### config.mk
export PLATFORM = sky130hd
export DESIGN_NAME = nes_sram_arbiter
export DESIGN_NICKNAME = d
export VERILOG_FILES = /design/src/rtl/nes_sram_arbiter.sv
export SDC_FILE = /design/constraint.sdc
export NUM_CORES = 1
export LEC_CHECK = 0
export ABC_AREA = 0
export BUFFER_PORTS_ARGS = -buffer_cell sky130_fd_sc_hd__clkbuf_2
export CORE_MARGIN = 1
export CORE_UTILIZATION = 40
export DETAILED_ROUTE_END_ITERATION = 8
export MAX_ROUTING_LAYER = met4
export PLACE_DENSITY = 0.72
export SKIP_CTS_REPAIR_TIMING = 1
export SLEW_MARGIN = 20
export SYNTH_ARGS = -nofsm -noshare
export SYNTH_HDL_FRONTEND = slang
export SYNTH_SLANG_ARGS = --single-unit
### constraint.sdc
create_clock -name dual_clock -period 5.5 [get_ports dual_clock]
set_clock_uncertainty 0.1 [all_clocks]
set_input_delay 0.825 -clock dual_clock [delete_from_list [all_inputs] [get_ports dual_clock]]
set_output_delay 0.825 -clock dual_clock [all_outputs]
set_load 0.05 [all_outputs]
### src/rtl/nes_sram_arbiter.sv
// Shares one 16-bit asynchronous SRAM between the CPU and PPU byte channels.
// Each granted request runs through SETUP, a timed ACCESS phase and a DONE cycle that returns the ack.
module nes_sram_arbiter #(
  parameter int unsigned access_cycles = 2,
  parameter logic        ppu_priority  = 1'b1
) (
  input  logic        dual_clock,
  input  logic        reset,
  input  logic        cpu_req,
  input  logic [19:0] cpu_addr,
  input  logic        cpu_we_n,
  input  logic        cpu_oe_n,
  input  logic [7:0]  cpu_wdata,
  output logic        cpu_ack,
  output logic [7:0]  cpu_rdata,
  input  logic        ppu_req,
  input  logic [19:0] ppu_addr,
  input  logic        ppu_we_n,
  input  logic        ppu_oe_n,
  input  logic [7:0]  ppu_wdata,
  output logic        ppu_ack,
  output logic [7:0]  ppu_rdata,
  output logic [18:0] sram_addr,
  input  logic [15:0] sram_dq_in,
  output logic [15:0] sram_dq_out,
  output logic        sram_dq_oe,
  output logic        sram_ce_n,
  output logic        sram_oe_n,
  output logic        sram_we_n,
  output logic        sram_ub_n,
  output logic        sram_lb_n
);

  typedef enum logic [1:0] {IDLE, SETUP, ACCESS, DONE} state_t;

  state_t      state, state_next;
  logic [3:0]  count;
  logic        grant_ppu;
  logic        last_grant_ppu;
  logic [19:0] addr_q;
  logic [7:0]  wdata_q;
  logic        write_q;
  logic        read_q;
  logic        any_req;
  logic        pick_ppu;
  logic        pick_we_n;
  logic        pick_oe_n;
  logic        last_access;
  logic [7:0]  read_byte;

  // On a tie the channel that did not win last time goes next, so neither side starves.
  always_comb begin
    any_req   = cpu_req | ppu_req;
    pick_ppu  = (cpu_req && ppu_req) ? !last_grant_ppu : ppu_req;
    pick_we_n = pick_ppu ? ppu_we_n : cpu_we_n;
    pick_oe_n = pick_ppu ? ppu_oe_n : cpu_oe_n;
    last_access = (count == 4'(access_cycles - 1));
    read_byte = addr_q[0] ? sram_dq_in[15:8] : sram_dq_in[7:0];
  end

  always_ff @(posedge dual_clock or posedge reset) begin
    if (reset) state <= IDLE;
    else       state <= state_next;
  end

  always_comb begin
    state_next = state;
    sram_ce_n  = 1'b1;
    sram_oe_n  = 1'b1;
    sram_we_n  = 1'b1;
    sram_ub_n  = 1'b1;
    sram_lb_n  = 1'b1;
    sram_dq_oe = 1'b0;
    cpu_ack    = 1'b0;
    ppu_ack    = 1'b0;
    case (state)
      IDLE: begin
        if (any_req) state_next = (pick_we_n && pick_oe_n) ? DONE : SETUP;
      end
      SETUP: begin
        sram_ce_n  = 1'b0;
        sram_ub_n  = !addr_q[0];
        sram_lb_n  = addr_q[0];
        sram_dq_oe = write_q;
        state_next = ACCESS;
      end
      ACCESS: begin
        sram_ce_n  = 1'b0;
        sram_ub_n  = !addr_q[0];
        sram_lb_n  = addr_q[0];
        sram_dq_oe = write_q;
        sram_we_n  = !write_q;
        sram_oe_n  = !read_q;
        if (last_access) state_next = DONE;
      end
      DONE: begin
        cpu_ack    = !grant_ppu;
        ppu_ack    = grant_ppu;
        state_next = IDLE;
      end
      default: state_next = IDLE;
    endcase
  end

  assign sram_addr   = addr_q[19:1];
  assign sram_dq_out = {wdata_q, wdata_q};

  // Requester fields are captured once at grant; a write wins if both enables are low.
  always_ff @(posedge dual_clock or posedge reset) begin
    if (reset) begin
      grant_ppu      <= 1'b0;
      last_grant_ppu <= !ppu_priority;
      addr_q         <= '0;
      wdata_q        <= '0;
      write_q        <= 1'b0;
      read_q         <= 1'b0;
      count          <= '0;
      cpu_rdata      <= '0;
      ppu_rdata      <= '0;
    end else begin
      if (state == IDLE && any_req) begin
        grant_ppu      <= pick_ppu;
        last_grant_ppu <= pick_ppu;
        addr_q         <= pick_ppu ? ppu_addr : cpu_addr;
        wdata_q        <= pick_ppu ? ppu_wdata : cpu_wdata;
        write_q        <= !pick_we_n;
        read_q         <= pick_we_n && !pick_oe_n;
      end
      if (state == ACCESS && !last_access) count <= count + 4'd1;
      else                                 count <= '0;
      if (state == ACCESS && last_access && read_q) begin
        if (grant_ppu) ppu_rdata <= read_byte;
        else           cpu_rdata <= read_byte;
      end
    end
  end

endmodule

* Word-level counts from Yosys, hierarchy flattened *
Index checks and enable logic that the tools add are counted.

cells by class
  add/subtract/negate cells = 1
  multiply operators = 0
  divide/modulo/power cells = 0
  magnitude comparators = 0
  eq/ne operators = 6
  shifts and indexed selects = 0
  muxes and demuxes = 19
  bitwise operators = 2
  reductions and logical operators = 19

operators by type and width
  operator               number
  $mux W20               1
  $mux W8                2
  $mux W1                11
  $pmux W2 S4            1
  $logic_and A1 B1 Y1    7
  $logic_not A1 Y1       7
  $mux W2                3
  $reduce_and A2 Y1      3
  $add A4 B1 Y4 const B  1
  $eq A2 B2 Y1 const B   2
  $eq A4 B1 Y1 const B   1
  $mux W4                1
  $ne A2 B2 Y1 const B   2
  $eq A2 B1 Y1 const B   1
  $logic_not A2 Y1       1
  $reduce_or A2 Y1       1
  $not A1 Y1             1
  $or A1 B1 Y1           1

storage, ports and cells
  bits in registers = 53
  bits in latches = 0
  memory bits (writable) = 0
  ROM bits = 0
  bits of input ports = 80
  output and inout bits = 59
  logic and storage cells = 56
  memories kept = 0

* Longest topological paths before layout *
  depth after elaboration = 7
  depth in mapped cells = 8
  mapped depth without buffers = 5

* Worst setup path after synthesis *
Ideal clock, no wire load.

  path kind = register -> register
  start point = register state[0]
  end point = register ppu_rdata[0]
  setup time = 0.125 ns
  arrival = 1.940 ns
  required time = 5.275 ns
  slack = 3.335 ns
  cell stages (with the launch flop) = 7
  buffers on the path = 1
  period minus slack after synthesis = 2.165 ns
  path through = dfrtp_1 inv_1 ha_1 nand2_1 or3_1 buf_6 mux2_4

on the way
  word-level cells in the longest chain between the ends = 4

RTL lines
  item                                RTL line  RTL
  start, declared                     36        state_t state, state_next;
  start signal, assigned              63        else state <= state_next;
  $eq A2 B2 Y1                        131       if (state == ACCESS && last_access && read_q) begin
  $logic_and A1 B1 Y1 (2 in a row)    131
  $reduce_and A2 Y1 (no source line)  -
  end signal, assigned                132       if (grant_ppu) ppu_rdata <= read_byte;
  end, declared                       22        output logic [7:0] ppu_rdata,

Every way passes these cells.
A chain may end at the register's enable or synchronous reset.

* Worst setup path after layout *
  start point = register state[1]
  end point = output port sram_dq_oe

on the way
  word-level cells in the longest chain between the ends = 3
  elaborated cells on any way between the ends = 4
  those cells by class = eq/ne: 2; mux: 1; reduce/logical: 1

RTL lines
  item                                                 RTL line  RTL
  $eq A2 B2 Y1 / $eq A2 B1 Y1 (equally long branches)  76        case (state)
  $reduce_or A2 Y1 (no source line) (*)                -
  $mux W1 (*)                                          76
  end, declared                                        26        output logic sram_dq_oe,

Every way passes the cells marked *; elsewhere a longest branch is shown, timed or not.

==> results.cfg <==
[yosys]
ys_types = 30
synth_top_family_by_area = multiplexers
synth_top_area_share_pct = 48.2
syn_avg_cell_area_um2 = 11.0
yosys-mux-area-fraction_pct = 21.9
synth_nets = 335
synth-simple-area-share_pct = 8.19
ys_warn_count = 0
synth_xor_area_share_pct = 0.637
postSynthCellCount = 250
synth_fa_ha_area_share_pct = 2.27
netlist_area_um2 = 2750
synth_seq_cells = 53
synthTopCellsByArea = dfrtp_1 48%, mux2i_1 11%, buf_4 7.6%
yosysSeqAreaShare_pct = 48.2
synth_compound_area_share_pct = 8.05
synth_top_cell_by_area = dfrtp_1

[global_routing]
grt_pass1_wl_mm = 9.34
track_usage_pct = 16.8
grt_max_degree = 54
grt_pass1_vias = 2071
grt_overflow = 0
antenna_found_initial = 0

[worst_setup_path]
path_class = flip-flop to output port
worst-endpoint-arrival_ns = 1.56
cp-start-kind = flip-flop
setup.worst_path.end_class = output port
cp.required_ns = 4.58
crit_fanout = 5

[die]
start_util_pct = 42.3
io_pins = 139
fp.dieW_um = 84.9
die_h_um = 84.9
rows = 29
core-area_um2 = 6490
dieArea_um2 = 7210

[clock_tree]
clk_pin_slew_ns = 0.09
cts.htree.levels = 2
cts.sinks = 53
root_buffer = clkbuf_8
numCtsBuffers = 5
cts_tree = yes
cts_buffer_depth = 2
clk_latency_ns = 0.30

[sta]
fin_crit_sh_pct = 45.1
finalSetupViolations = 0
max_freq_mhz = 403
worst_pin_slew_ns = 0.696
rsz0062_at_grt = false
period_needed_ns = 2.48
slew_headroom_pct = 53.4
slew_violations = 0
finalHoldViolCount = 0
fin_tns_setup_ns = 0

[detailed_routing]
ant_nets = 0
dr.pass1.iters = 8
drc = 10
wl_mm = 5.60
via_per_inst = 4.79
num_vias = 2085
wl_per_cell_um = 12.9
drtIter0Drc = 81

[min_path]
hold_path_class = flip-flop to flip-flop

[placed_design]
dp_hpwl_mm = 4.42
io_buffers = 138
dpl_cell_area_um2 = 3330
dp_cells = 427
gp_congestion = 0.771

[final_layout]
drive_gt1_share_pct = 50.0
finalNetCount = 442
fill_cells = 608
finalInstanceArea_um2 = 3420
antenna_cells = 0
syn2layout_area_growth_pct = 24.4
instances_no_fill = 435

[flow_run]
cap_violations = 0

[status]
outcome = complete, but fails checks
failed_checks = design-rule violations
routing by layer:
layer | wire length (um) | track usage, % | vias up | part of all wire (%)
met5 | 0 | - | - | 0
met2 | 2840 | 29.6 | 79 | 51
li1 | - | - | 1034 | -
met4 | 68 | 4.93 | 0 | 1.2
met1 | 2380 | 19.4 | 966 | 43
met3 | 309 | 3.40 | 6 | 5.5
state kept, by name, indices dropped and copies added, names as in the netlist:
register	flops
addr_q	20
cpu_rdata	8
ppu_rdata	8
wdata_q	8
count	4
state	2
last_grant_ppu	1
read_q	1
write_q	1
worst max-delay path, stage by stage (launching register included):
cell	delay, ns
dfrtp_1	0.42
inv_1	0.06
ha_1	0.36
and2_1	0.15
clkbuf_2	0.27
worst paths after layout:
kind	end	cells after the start	slack [ns]	start
min in group asynchronous	cpu_rdata[2]$_DFFE_PP0P_	3	0.57	reset
min reg2reg	addr_q[12]$_DFFE_PP0P_	2	0.39	addr_q[12]$_DFFE_PP0P_
max reg2reg	cpu_rdata[4]$_DFFE_PP0P_	5	3.27	count[1]$_DFF_PP0_
max	sram_dq_oe	4	3.02	state[1]$_DFFE_PP0P_
min	addr_q[12]$_DFFE_PP0P_	2	0.39	addr_q[12]$_DFFE_PP0P_
max in group asynchronous	wdata_q[4]$_DFFE_PP0P_	3	4.28	reset
cell type report:
| cell class | count | area, um^2 | share of cell area (%) |
|---|---|---|---|
| flip-flops and latches | 53 | 1330 | 38.8 |
| multi-input cells | 150 | 1150 | 33.7 |
| repair buffers | 141 | 733 | 21.4 |
| well taps | 77 | 96.3 | 2.82 |
| clock buffers | 5 | 68.8 | 2.01 |
| clock inverters | 3 | 22.5 | 0.658 |
| inverters | 6 | 22.5 | 0.658 |
cell families after synthesis:
| logic type | after synthesis |
|---|---|
| flip-flops | 53 |
| AND/OR/NAND/NOR | 50 |
| adder cells (fa/ha/maj) | 5 |
| XOR/XNOR | 2 |
| buffers and inverters | 47 |
| multiplexers | 54 |
| AO/OA/AOI/OAI | 39 |
layout by cell type (no fill, tap or decap), types with 3 or more instances in the layout:
cell and n:
mux2_2 17, dfrtp_1 53, mux2_4 8, inv_1 5, clkbuf_8 5, nor2_1 4
mux2i_1 29, clkbuf_2 138, and2_1 3, o21ai_0 28, ha_1 5, nand2_1 32
nand3_1 3
synth_stat cells (all sizes together):
cell type   n
a21boi      1
a21oi       2
a22oi       2
a2bb2oi     1
a31oi       1
a32o        2
and2        3
buf        34
clkbuf      7
dfrtp      53
ha          5
inv         6
mux2       25
mux2i      29
nand2      32
nand2b      2
nand3       3
nor2        4
nor2b       2
nor3        1
o21ai      29
o22a        1
or2         1
or3         1
or3b        1
xnor2       2
through the flow:
step | hold WS, ns | utilization (%) | setup slack [ns]
4_1_cts | 0.395 | 52.7 | 2.99
3_3_place_gp | 0.363 | 50.8 | 2.98
2_1_floorplan | 0.351 | - | 3.29
5_1_grt | 0.422 | 52.7 | 2.89
6_report | 0.389 | 52.7 | 3.02
3_5_place_dp | 0.372 | 51.3 | 2.95
Power is left out: the tool's default activity adds up to more than one toggle a clock period on the data nets, which glitch-free logic cannot reach.
